<file path="config.mk">
export PLATFORM = sky130hd
export DESIGN_NAME = mtsp_scs_issue_arbiter_flat
export DESIGN_NICKNAME = d
export VERILOG_FILES = /design/src/rtl/mtsp_scs_issue_arbiter_if.sv /design/src/rtl/mtsp_scs_issue_arbiter.sv /design/src/flat_wrapper.sv
export SDC_FILE = /design/constraint.sdc
export NUM_CORES = 1
export LEC_CHECK = 0
export BUFFER_PORTS_ARGS = -buffer_cell sky130_fd_sc_hd__buf_2
export CORE_AREA = 10 10 411 413
export DETAILED_ROUTE_END_ITERATION = 7
export DIE_AREA = 0 0 421 423
export PLACE_DENSITY = 0.37
export SLEW_MARGIN = 20
export SYNTH_ARGS = -nofsm -noshare
export SYNTH_HDL_FRONTEND = slang
export SYNTH_SLANG_ARGS = --single-unit
</file>
<file path="constraint.sdc">
create_clock -name i_clk -period 6.6 [get_ports i_clk]
set_input_delay 0.66 -clock i_clk [delete_from_list [all_inputs] [get_ports i_clk]]
set_output_delay 0.66 -clock i_clk [all_outputs]
set_load 0.03 [all_outputs]
</file>
<file path="src/rtl/mtsp_scs_issue_arbiter_if.sv">
// Bus interface for the MTSP SCs issue arbiter.
// Groups the request side, the SCs primitive side and the response side of the arbiter.
//   req_valid/req_ready/req_op/req_data : per-thread request handshake (thread t at slice t)
//   sc_nen/sc_op/sc_in/sc_out           : shared SCs primitive drive and result
//   rsp_valid/rsp_ready/rsp_tid/rsp_data: in-order response stream
// slave  : arbiter view
// master : environment view (issue stage + primitive + response consumer)
interface mtsp_scs_issue_arbiter_if #(
  parameter int unsigned N_THREAD = 4,
  parameter int unsigned TID_W    = 2
);
  logic [N_THREAD-1:0]     req_valid;
  logic [N_THREAD-1:0]     req_ready;
  logic [N_THREAD*32-1:0]  req_op;
  logic [N_THREAD*128-1:0] req_data;

  logic                    sc_nen;
  logic [31:0]             sc_op;
  logic [127:0]            sc_in;
  logic [127:0]            sc_out;

  logic                    rsp_valid;
  logic                    rsp_ready;
  logic [TID_W-1:0]        rsp_tid;
  logic [127:0]            rsp_data;

  modport slave (
    input  req_valid, req_op, req_data, sc_out, rsp_ready,
    output req_ready, sc_nen, sc_op, sc_in, rsp_valid, rsp_tid, rsp_data
  );

  modport master (
    output req_valid, req_op, req_data, sc_out, rsp_ready,
    input  req_ready, sc_nen, sc_op, sc_in, rsp_valid, rsp_tid, rsp_data
  );
endinterface

</file>
<file path="src/rtl/mtsp_scs_issue_arbiter.sv">
// Shares one MTSP SCs primitive between N_THREAD requesters.
// A round-robin arbiter grants at most one request per cycle, drives the primitive's registered
// nEN/OP/IN inputs, tracks each issue through a latency-matched tag pipe and returns the primitive
// result with its thread ID through a credit-protected response FIFO (issue order preserved).
// Ports:
//   i_clk   : system clock
//   i_rst   : synchronous reset, active high; discards all in-flight work
//   i_flush : stop accepting requests and drain in-flight work
//   io_bus  : request / primitive / response bus (slave modport)
//   o_idle  : nothing in flight and response FIFO empty
module mtsp_scs_issue_arbiter #(
  parameter int unsigned N_THREAD   = 4,
  parameter int unsigned SC_LATENCY = 1,
  parameter int unsigned RESP_DEPTH = 4,
  parameter int unsigned TID_W      = 2
) (
  input  logic                     i_clk,
  input  logic                     i_rst,
  input  logic                     i_flush,
  mtsp_scs_issue_arbiter_if.slave  io_bus,
  output logic                     o_idle
);

  localparam int unsigned PtrW  = (RESP_DEPTH > 1) ? $clog2(RESP_DEPTH) : 1;
  localparam int unsigned CntW  = $clog2(RESP_DEPTH + 1);
  localparam int unsigned CandW = TID_W + 1;

  typedef enum logic [0:0] {StRun, StDrain} state_e;

  state_e              r_state;
  state_e              w_state_nxt;
  logic [TID_W-1:0]    r_rr_ptr;
  logic [CntW-1:0]     r_credits;

  logic                w_grant_found;
  logic [TID_W-1:0]    w_grant_idx;
  logic [CandW-1:0]    w_cand;
  logic                w_issue;

  logic                r_sc_nen;
  logic [31:0]         r_sc_op;
  logic [127:0]        r_sc_in;
  logic [TID_W-1:0]    r_sc_tid;

  logic [SC_LATENCY-1:0] r_tag_v;
  logic [TID_W-1:0]      r_tag_tid [SC_LATENCY];

  logic [TID_W+127:0]  r_mem [RESP_DEPTH];
  logic [PtrW-1:0]     r_wr_ptr;
  logic [PtrW-1:0]     r_rd_ptr;
  logic [CntW-1:0]     r_count;
  logic                w_push;
  logic                w_pop;
  logic                w_rsp_valid;

  // Round-robin search starting at r_rr_ptr, wrapping modulo N_THREAD.
  always_comb begin
    w_grant_found = 1'b0;
    w_grant_idx   = '0;
    w_cand        = '0;
    for (int unsigned i = 0; i < N_THREAD; i++) begin
      w_cand = {1'b0, r_rr_ptr} + CandW'(i);
      if (w_cand >= CandW'(N_THREAD)) begin
        w_cand = w_cand - CandW'(N_THREAD);
      end
      if (!w_grant_found && io_bus.req_valid[w_cand[TID_W-1:0]]) begin
        w_grant_found = 1'b1;
        w_grant_idx   = w_cand[TID_W-1:0];
      end
    end
  end

  assign w_issue = (r_state == StRun) && !i_flush && (r_credits != '0) && w_grant_found;

  always_comb begin
    io_bus.req_ready = '0;
    if (w_issue) begin
      io_bus.req_ready[w_grant_idx] = 1'b1;
    end
  end

  always_comb begin
    w_state_nxt = r_state;
    unique case (r_state)
      StRun:   if (i_flush) w_state_nxt = StDrain;
      StDrain: if (o_idle && !i_flush) w_state_nxt = StRun;
      default: w_state_nxt = StRun;
    endcase
  end

  always_ff @(posedge i_clk) begin
    if (i_rst) begin
      r_state  <= StRun;
      r_rr_ptr <= '0;
    end else begin
      r_state <= w_state_nxt;
      if (w_issue) begin
        r_rr_ptr <= (w_grant_idx == TID_W'(N_THREAD - 1)) ? '0 : w_grant_idx + TID_W'(1);
      end
    end
  end

  // Primitive input register; OP/IN hold when nothing is issued.
  always_ff @(posedge i_clk) begin
    if (i_rst) begin
      r_sc_nen <= 1'b1;
      r_sc_op  <= '0;
      r_sc_in  <= '0;
      r_sc_tid <= '0;
    end else begin
      r_sc_nen <= !w_issue;
      if (w_issue) begin
        r_sc_op  <= io_bus.req_op[32'(w_grant_idx) * 32 +: 32];
        r_sc_in  <= io_bus.req_data[32'(w_grant_idx) * 128 +: 128];
        r_sc_tid <= w_grant_idx;
      end
    end
  end

  assign io_bus.sc_nen = r_sc_nen;
  assign io_bus.sc_op  = r_sc_op;
  assign io_bus.sc_in  = r_sc_in;

  // Tag pipe starts at the primitive input register, so its last stage lines up with SC_OUT.
  always_ff @(posedge i_clk) begin
    if (i_rst) begin
      r_tag_v   <= '0;
      r_tag_tid <= '{default: '0};
    end else begin
      r_tag_v[0]   <= !r_sc_nen;
      r_tag_tid[0] <= r_sc_tid;
      for (int unsigned s = 1; s < SC_LATENCY; s++) begin
        r_tag_v[s]   <= r_tag_v[s-1];
        r_tag_tid[s] <= r_tag_tid[s-1];
      end
    end
  end

  assign w_push      = r_tag_v[SC_LATENCY-1];
  assign w_rsp_valid = (r_count != '0);
  assign w_pop       = w_rsp_valid && io_bus.rsp_ready;

  always_ff @(posedge i_clk) begin
    if (w_push) begin
      r_mem[r_wr_ptr] <= {r_tag_tid[SC_LATENCY-1], io_bus.sc_out};
    end
  end

  always_ff @(posedge i_clk) begin
    if (i_rst) begin
      r_wr_ptr  <= '0;
      r_rd_ptr  <= '0;
      r_count   <= '0;
      r_credits <= CntW'(RESP_DEPTH);
    end else begin
      if (w_push) r_wr_ptr <= r_wr_ptr + PtrW'(1);
      if (w_pop)  r_rd_ptr <= r_rd_ptr + PtrW'(1);
      if (w_push && !w_pop) begin
        r_count <= r_count + CntW'(1);
      end else if (!w_push && w_pop) begin
        r_count <= r_count - CntW'(1);
      end
      if (w_issue && !w_pop) begin
        r_credits <= r_credits - CntW'(1);
      end else if (!w_issue && w_pop) begin
        r_credits <= r_credits + CntW'(1);
      end
    end
  end

  // Outputs read as zero while empty so reset leaves no stale payload visible.
  assign io_bus.rsp_valid = w_rsp_valid;
  assign io_bus.rsp_tid   = w_rsp_valid ? r_mem[r_rd_ptr][TID_W+127:128] : '0;
  assign io_bus.rsp_data  = w_rsp_valid ? r_mem[r_rd_ptr][127:0] : '0;

  assign o_idle = !(|r_tag_v) && r_sc_nen && (r_count == '0) &&
                  (r_credits == CntW'(RESP_DEPTH));

  // Credits bound outstanding work to the FIFO depth, so a push into a full FIFO is a bug.
  a_no_overflow: assert property (@(posedge i_clk) disable iff (i_rst)
    !(w_push && !w_pop && (r_count == CntW'(RESP_DEPTH))));

endmodule

</file>
<file path="src/flat_wrapper.sv">
// flat-port wrapper written by rule: the top's interface ports become plain ports
module mtsp_scs_issue_arbiter_flat 
#(
  parameter int unsigned N_THREAD   = 4,
  parameter int unsigned SC_LATENCY = 1,
  parameter int unsigned RESP_DEPTH = 4,
  parameter int unsigned TID_W      = 2
)
  (i_clk, i_rst, i_flush, o_idle, io_bus_req_valid, io_bus_req_op, io_bus_req_data, io_bus_sc_out, io_bus_rsp_ready, io_bus_req_ready, io_bus_sc_nen, io_bus_sc_op, io_bus_sc_in, io_bus_rsp_valid, io_bus_rsp_tid, io_bus_rsp_data);
  mtsp_scs_issue_arbiter_if #(.N_THREAD(N_THREAD), .TID_W(TID_W)) io_bus_i ();
  input  logic i_clk;
  input  logic i_rst;
  input  logic i_flush;
  output logic o_idle;
  input wire logic [$bits(io_bus_i.req_valid)-1:0] io_bus_req_valid;
  input wire logic [$bits(io_bus_i.req_op)-1:0] io_bus_req_op;
  input wire logic [$bits(io_bus_i.req_data)-1:0] io_bus_req_data;
  input wire logic [$bits(io_bus_i.sc_out)-1:0] io_bus_sc_out;
  input wire logic [$bits(io_bus_i.rsp_ready)-1:0] io_bus_rsp_ready;
  output wire logic [$bits(io_bus_i.req_ready)-1:0] io_bus_req_ready;
  output wire logic [$bits(io_bus_i.sc_nen)-1:0] io_bus_sc_nen;
  output wire logic [$bits(io_bus_i.sc_op)-1:0] io_bus_sc_op;
  output wire logic [$bits(io_bus_i.sc_in)-1:0] io_bus_sc_in;
  output wire logic [$bits(io_bus_i.rsp_valid)-1:0] io_bus_rsp_valid;
  output wire logic [$bits(io_bus_i.rsp_tid)-1:0] io_bus_rsp_tid;
  output wire logic [$bits(io_bus_i.rsp_data)-1:0] io_bus_rsp_data;
  assign io_bus_i.req_valid = io_bus_req_valid;
  assign io_bus_i.req_op = io_bus_req_op;
  assign io_bus_i.req_data = io_bus_req_data;
  assign io_bus_i.sc_out = io_bus_sc_out;
  assign io_bus_i.rsp_ready = io_bus_rsp_ready;
  assign io_bus_req_ready = io_bus_i.req_ready;
  assign io_bus_sc_nen = io_bus_i.sc_nen;
  assign io_bus_sc_op = io_bus_i.sc_op;
  assign io_bus_sc_in = io_bus_i.sc_in;
  assign io_bus_rsp_valid = io_bus_i.rsp_valid;
  assign io_bus_rsp_tid = io_bus_i.rsp_tid;
  assign io_bus_rsp_data = io_bus_i.rsp_data;
  mtsp_scs_issue_arbiter #(.N_THREAD(N_THREAD), .SC_LATENCY(SC_LATENCY), .RESP_DEPTH(RESP_DEPTH), .TID_W(TID_W)) u_core (.i_clk(i_clk), .i_rst(i_rst), .i_flush(i_flush), .io_bus(io_bus_i), .o_idle(o_idle));
endmodule
</file>
==> impl_metrics.csv, run 1 <==
group,metric,value,unit
run_status,status,"finished clean",
critical_path,critPathKind,"reg2out",
logic_synthesis,synth_top_area_share,52.59,%
logic_synthesis,synth_edf_count,520,
placement,pre_cts_slack,3.003,ns
clock_network,numCtsBuffers,88,
clock_network,path_clk_slew,0.06,ns
timing,hold_viol_final,0,
floorplan,die_w,421,µm
critical_path,critical_path_arrival,3.28,ns
floorplan,ios,1073,
global_routing,grt_pass1_wl,197900,µm
critical_path,r2r_cells,7,
critical_path,crit_chain,"buf_4, mux4_2, and2_1, buf_2",
placement,place.gp.congestion,0.8812,
logic_synthesis,synth_area_leaders,"edfxtp_1, dfxtp_1, mux2i_1",
critical_path,crit_fanout,31,
hold_path,worstHoldEndpoint,"u_core.r_mem[2][30]",
clock_network,clock_sinks,701,
clock_network,cts_tree,"done",
logic_synthesis,yosysMostFrequentCell,"edfxtp_1",
critical_path,worst_path_max_delay_cell,"dfxtp_4",
floorplan,start_util,18.54,%
logic_synthesis,synth_nets,2616,
clock_network,clockBufferDepth,3,
drt,via_count,20900,
critical_path,r2r_setup_slack,3.48,ns
clock_network,htree_levels,3,
logic_synthesis,yosys.area.top_type,"edfxtp_1",
power,pwr_density_cell,390.8,nW/µm²
timing,max_freq,253.6,MHz
timing,rsz0062_at_grt,"false",
drt,ant_nets,0,
clock_network,clock_latency,0.69,ns
layout,design_area,40350,µm²
logic_synthesis,ys_top_cells_by_count,"edfxtp_1, mux2i_1, dfxtp_1",
timing,tightest_slew,1.217,ns
drt,vias_per_cell,4.082,
placement,place_hpwl,113900,µm
clock_network,postCtsSetupRepairBufs,0,
hold_path,hold_class,"in2reg",
hold_path,whs_path_depth,1,
hold_path,hp-start,"io_bus_sc_out[30]",
floorplan,coreArea,160200,µm²
layout,nNetsFinal,3664,
clock_network,clk_root_buffer_cell,"clkbuf_16",
timing,tns,0,ns
layout,finish.utilization,25.18,%
logic_synthesis,ys_warn_count,0,
critical_path,end_kind,"output pin",
timing,timing.hold.ws,0.1893,ns
drt,wl,148000,µm
logic_synthesis,avgSynthCellArea,16.24,µm²
global_routing,groute.usage.overall,15.81,%
clock_network,ctsHoldBuffers,0,
critical_path,cp.required,5.94,ns
logic_synthesis,ys_seq_area_share,64.79,%
placement,postPlaceCellArea,37310,µm²
layout,stdcell_count,5119,
drt,wl_per_cell,28.90,µm
power,report.power.total,15.77,mW
drt,drt_iter0_drc,1303,
run,maxCapViolCount,0,
logic_synthesis,ys.flop_type,"edfxtp_1",
global_routing,antenna_found_initial,60,
floorplan,dieArea,178100,µm²
timing,relSlewSlack,18.85,%
critical_path,r2r_start,"u_core.r_rr_ptr[1]",
power,ir_drop,0.0002611,V
timing,finalCriticalPeriod,3.944,ns
logic_synthesis,synth_cell_types,41,
critical_path,r2r_end,"u_core.io_bus.sc_op[13]",
layout,layout-drive-gt1-share,46.95,%
floorplan,rows,147,
power,leakage,16.49,nW
global_routing,grt_max_degree,141,
logic_synthesis,ys_ff_latch,701,
global_routing,gr-total-overflow,0,
timing,setup_violations,0,
floorplan,die_h,423,µm
drt,firstDrtPassIters,7,
layout,layout-area-overhead-vs-synth,35.88,%
critical_path,start_kind,"register",
timing,timing.final.ws_setup,2.656,ns
placement,place.port_buffers,1072,
timing,fin_worst_skew,0.03492,ns
critical_path,max_stage_delay,0.80,ns
clock_network,post_cts_resized,0,
logic_synthesis,synthCells,1828,
logic_synthesis,netlist_area,29690,µm²
placement,dp.cells,4945,
drt,drcViolationCount,0,
timing,slew_violations,0,
global_routing,grt_pass1_vias,22660,
layout,final.fill_count,16880,
logic_synthesis,async_reset_ff_share,0,%
timing,min_period_over_period,59.76,%
[placed cells by master, fill, tap and decap left out, drive strengths merged]
cell and count:
xnor2 1, clkinv 33, a21oi 4, buf 1092, o21bai 1, diode 11
nand2 163, bufinv 10, and2 138, mux2i 325, a211oi 1, and2b 1
a21o 1, dfxtp 181, mux4 130, nor3 2, fa 2, nand3b 1
ha 10, o21ai 3, clkinvlp 7, inv 14, nor2 18, a211o 1
a2111oi 1, o21ba 1, nand2b 1, clkbuf 110, o221ai 160, nor2b 4
edfxtp 520, or3b 1, o22ai 1, nor4 1, or3 2, xor2 6
nand3 1
[where the power goes]
part	internal [mW]	switching, mW	total [mW]
clock network	2.95	2.03	4.98
registers	5.00	0.256	5.26
logic	1.77	3.76	5.53
total	9.72	6.05	15.8
[kinds of logic after synthesis]
kind of cell             count (synthesis)  synth area share [%]
flip-flops                             701                 64.79
multiplexers                           455                 20.82
AO/OA/AOI/OAI                          174                 5.322
AND/OR/NAND/NOR                        333                 5.520
adder cells (fa/ha/maj)                 12                0.5562
buffers and inverters                  146                 2.789
XOR/XNOR                                 7                0.2065
[worst max path at each step]
stage                                    endpoint                 from  slack [ns]  cells after the start
final                         io_bus_rsp_data[78]             register        2.66                      4
after global routing          io_bus_rsp_data[78]             register        2.36                      4
after CTS                     io_bus_rsp_data[78]             register        2.45                      4
after detailed placement  u_core.io_bus.sc_in[86]  io_bus_req_valid[0]        3.00                      7
after global placement    u_core.io_bus.sc_op[13]  io_bus_req_valid[0]        2.78                      8
after floorplan                u_core.r_mem[0][0]   u_core.r_wr_ptr[0]        2.57                      3
[metal layers]
metal  up-vias  wire length [µm]  part of all wire, %  global-route usage (%)
met5         -               149                 0.10                       0
met4        24              5954                  4.0                   6.043
met1     10510             55300                   37                   17.48
met3       210              9367                  6.3                   4.193
met2       814             77180                   52                   28.77
li1       9337                 -                    -                       -
[worst max-delay path, delay by kind of cell (launching register included)]
| kind | cells | cell delay (ns) |
|---|---|---|
| multiplexers | 1 | 0.61 |
| buffers and inverters | 2 | 0.87 |
| AND/OR/NAND/NOR | 1 | 0.22 |
| flip-flops | 1 | 0.80 |
[registers in the layout, summed over array words and instances (netlist names), named ones only]
name,cells
u_core.r_state,1
u_core.io_bus.sc_nen,1
u_core.r_tag_v,1
u_core.r_mem,520
u_core.r_credits,3
u_core.r_rd_ptr,2
u_core.io_bus.sc_in,128
u_core.r_count,3
u_core.r_rr_ptr,2
u_core.r_sc_tid,2
u_core.r_wr_ptr,2
u_core.r_tag_tid,2
u_core.io_bus.sc_op,32
[layout make-up]
class / count / area [µm²] / share of cell area (%)
clock buffers: 110 / 2366 / 5.864
repair buffers: 1092 / 5660 / 14.03
multi-input cells: 981 / 9687 / 24.01
clock inverters: 52 / 611.8 / 1.516
diodes: 11 / 27.53 / 0.06823
flip-flops and latches: 701 / 19250 / 47.70
well taps: 2160 / 2703 / 6.698
inverters: 12 / 45.04 / 0.1116
Note: power is estimated with default switching activity, not from simulation.
==> inputs of run 2 (changes only) <==
Settings changed: CORE_AREA 10 10 411 413 to 10 10 412 414, DIE_AREA 0 0 421 423 to 0 0 422 424, PLACE_DENSITY 0.37 to 0.38.
Clock period 6.6 ns to 3.36 ns, I/O delays scaled along.
==> impl_metrics.csv, run 2 (synthesized netlist as in run 1, its figures left out) <==
group,metric,value,unit
drt,via_count,23380,
placement,postPlaceCellArea,37860,µm²
floorplan,ios,1073,
clock_network,cts_tree,"done",
global_routing,groute.usage.overall,16.16,%
global_routing,antenna_found_initial,39,
clock_network,clockBufferDepth,3,
placement,dp.cells,5007,
critical_path,crit_fanout,24,
global_routing,grt_pass1_wl,206800,µm
drt,drcViolationCount,0,
critical_path,critPathKind,"reg2reg",
clock_network,path_clk_slew,0.06,ns
clock_network,clock_latency,0.71,ns
drt,firstDrtPassIters,7,
timing,tightest_slew,0.7318,ns
critical_path,critical_path_arrival,3.69,ns
layout,layout-drive-gt1-share,39.65,%
timing,setup_violations,0,
critical_path,crit_chain,"nor2b_1, o21ba_1, a211o_4, buf_12, buf_4, mux2i_1, dlygate4sd3_1, o221ai_1, dlygate4sd3_1",
drt,drt_iter0_drc,1493,
placement,pre_cts_slack,0.7395,ns
floorplan,rows,148,
critical_path,crit_buf_inv,4,
timing,relSlewSlack,51.21,%
placement,place_hpwl,117500,µm
critical_path,max_stage_delay,0.60,ns
timing,min_period_over_period,93.72,%
layout,final_cell_mix,"buf_2, dlygate4sd3_1, edfxtp_1",
placement,place.port_buffers,1072,
timing,timing.hold.ws,0.08769,ns
timing,slew_violations,0,
critical_path,start_kind,"register",
clock_network,clock_sinks,701,
timing,finalCriticalPeriod,3.149,ns
floorplan,dieArea,178900,µm²
floorplan,die_h,424,µm
power,leakage,19.44,nW
drt,wl_per_cell,26.22,µm
placement,place.gp.congestion,0.8798,
timing,max_freq,317.6,MHz
layout,largest_reg_flops,520,
critical_path,crit_top_cell,"dlygate4sd3_1",
floorplan,coreArea,161700,µm²
critical_path,worst_path_max_delay_cell,"dlygate4sd3_1",
layout,top_register,"u_core.r_mem",
critical_path,end_kind,"register",
drt,ant_nets,0,
timing,fin_worst_skew,0.04969,ns
run_status,status,"finished clean",
clock_network,htree_levels,3,
critical_path,cp.required,3.90,ns
run,maxCapViolCount,0,
critical_path,critical-path-top-delay-family,"buffers and inverters",
hold_path,hold_class,"in2reg",
layout,layout.cells.most_common,"buf_2",
layout,final.fill_count,16660,
timing,tns,0,ns
layout,design_area,46600,µm²
layout,stdcell_count,5766,
power,ir_drop,0.0009387,V
drt,vias_per_cell,4.054,
drt,wl,151200,µm
layout,layout-area-overhead-vs-synth,56.94,%
timing,hold_viol_final,0,
floorplan,die_w,422,µm
clock_network,numCtsBuffers,85,
timing,rsz0062_at_grt,"false",
power,pwr_density_cell,685.6,nW/µm²
timing,timing.final.ws_setup,0.2111,ns
global_routing,grt_pass1_vias,25970,
layout,nNetsFinal,4295,
floorplan,start_util,18.37,%
clock_network,clk_root_buffer_cell,"clkbuf_16",
global_routing,gr-total-overflow,0,
global_routing,grt_max_degree,134,
-- run 2: changes by cell type in the layout (fill, tap and decap cells not counted), sizes merged --
cell / previous run / this run
buf: 1092 / 1142
bufinv: 10 / 5
clkinv: 33 / 36
clkinvlp: 7 / 4
diode: 11 / 15
dlygate4sd3: 0 / 583
-- run 2: final cells by class --
class                   instances  area (µm²)  share of cell area (%)
clock buffers                 109        2267                   4.865
diodes                         15       37.54                 0.08055
repair buffers               1726       12070                   25.89
flip-flops and latches        701       19250                   41.30
multi-input cells             981        9689                   20.79
well taps                    2175        2721                   5.840
clock inverters                47       529.3                   1.136
inverters                      12       45.04                 0.09665
-- run 2: worst paths after layout --
path / start / endpoint / slack (ns) / cells after the start
max: u_core.r_rr_ptr[0] / u_core.io_bus.sc_in[42] / 0.21 / 9
min: io_bus_req_data[55] / u_core.io_bus.sc_in[55] / 0.09 / 3
min reg2reg: u_core.io_bus.sc_in[41] / u_core.io_bus.sc_in[41] / 0.46 / 2
max reg2reg: u_core.r_rr_ptr[0] / u_core.io_bus.sc_in[42] / 0.21 / 9
-- run 2: worst min-delay path: cells and delay by family --
kind | cells | cell delay (ns)
compound gates | 1 | 0.19
mux | 1 | 0.11
buf+inv | 1 | 0.07
-- run 2: what timing repair did --
item | 4_1_cts | 5_1_grt
buffers inserted | 0 | 4
hold buffers | 583 | 0
hold endpoints to repair | 671 | 0
gates resized for setup | 0 | 3
setup endpoints to repair | 0 | 36
-- run 2: metrics by stage --
step	power, mW	util (%)
floorplan	17.16	-
finish	31.95	28.83
global route	33.43	28.81
global placement	22.09	23.42
detailed placement	22.05	23.42
CTS	32.58	28.76
-- run 2: report_power, final --
group / internal [mW] / switching (mW)
clock network: 5.22 / 3.98
logic: 4.65 / 7.78
registers: 9.82 / 0.505
total: 19.7 / 12.3
-- run 2: per-layer routing --
layer | track usage [%] | up-vias | share of wire (%)
met2 | 28.89 | 793 | 51
met3 | 4.213 | 219 | 6.1
met5 | 0 | - | 0.11
met1 | 17.91 | 11740 | 38
met4 | 7.283 | 24 | 4.7
li1 | - | 10600 | -
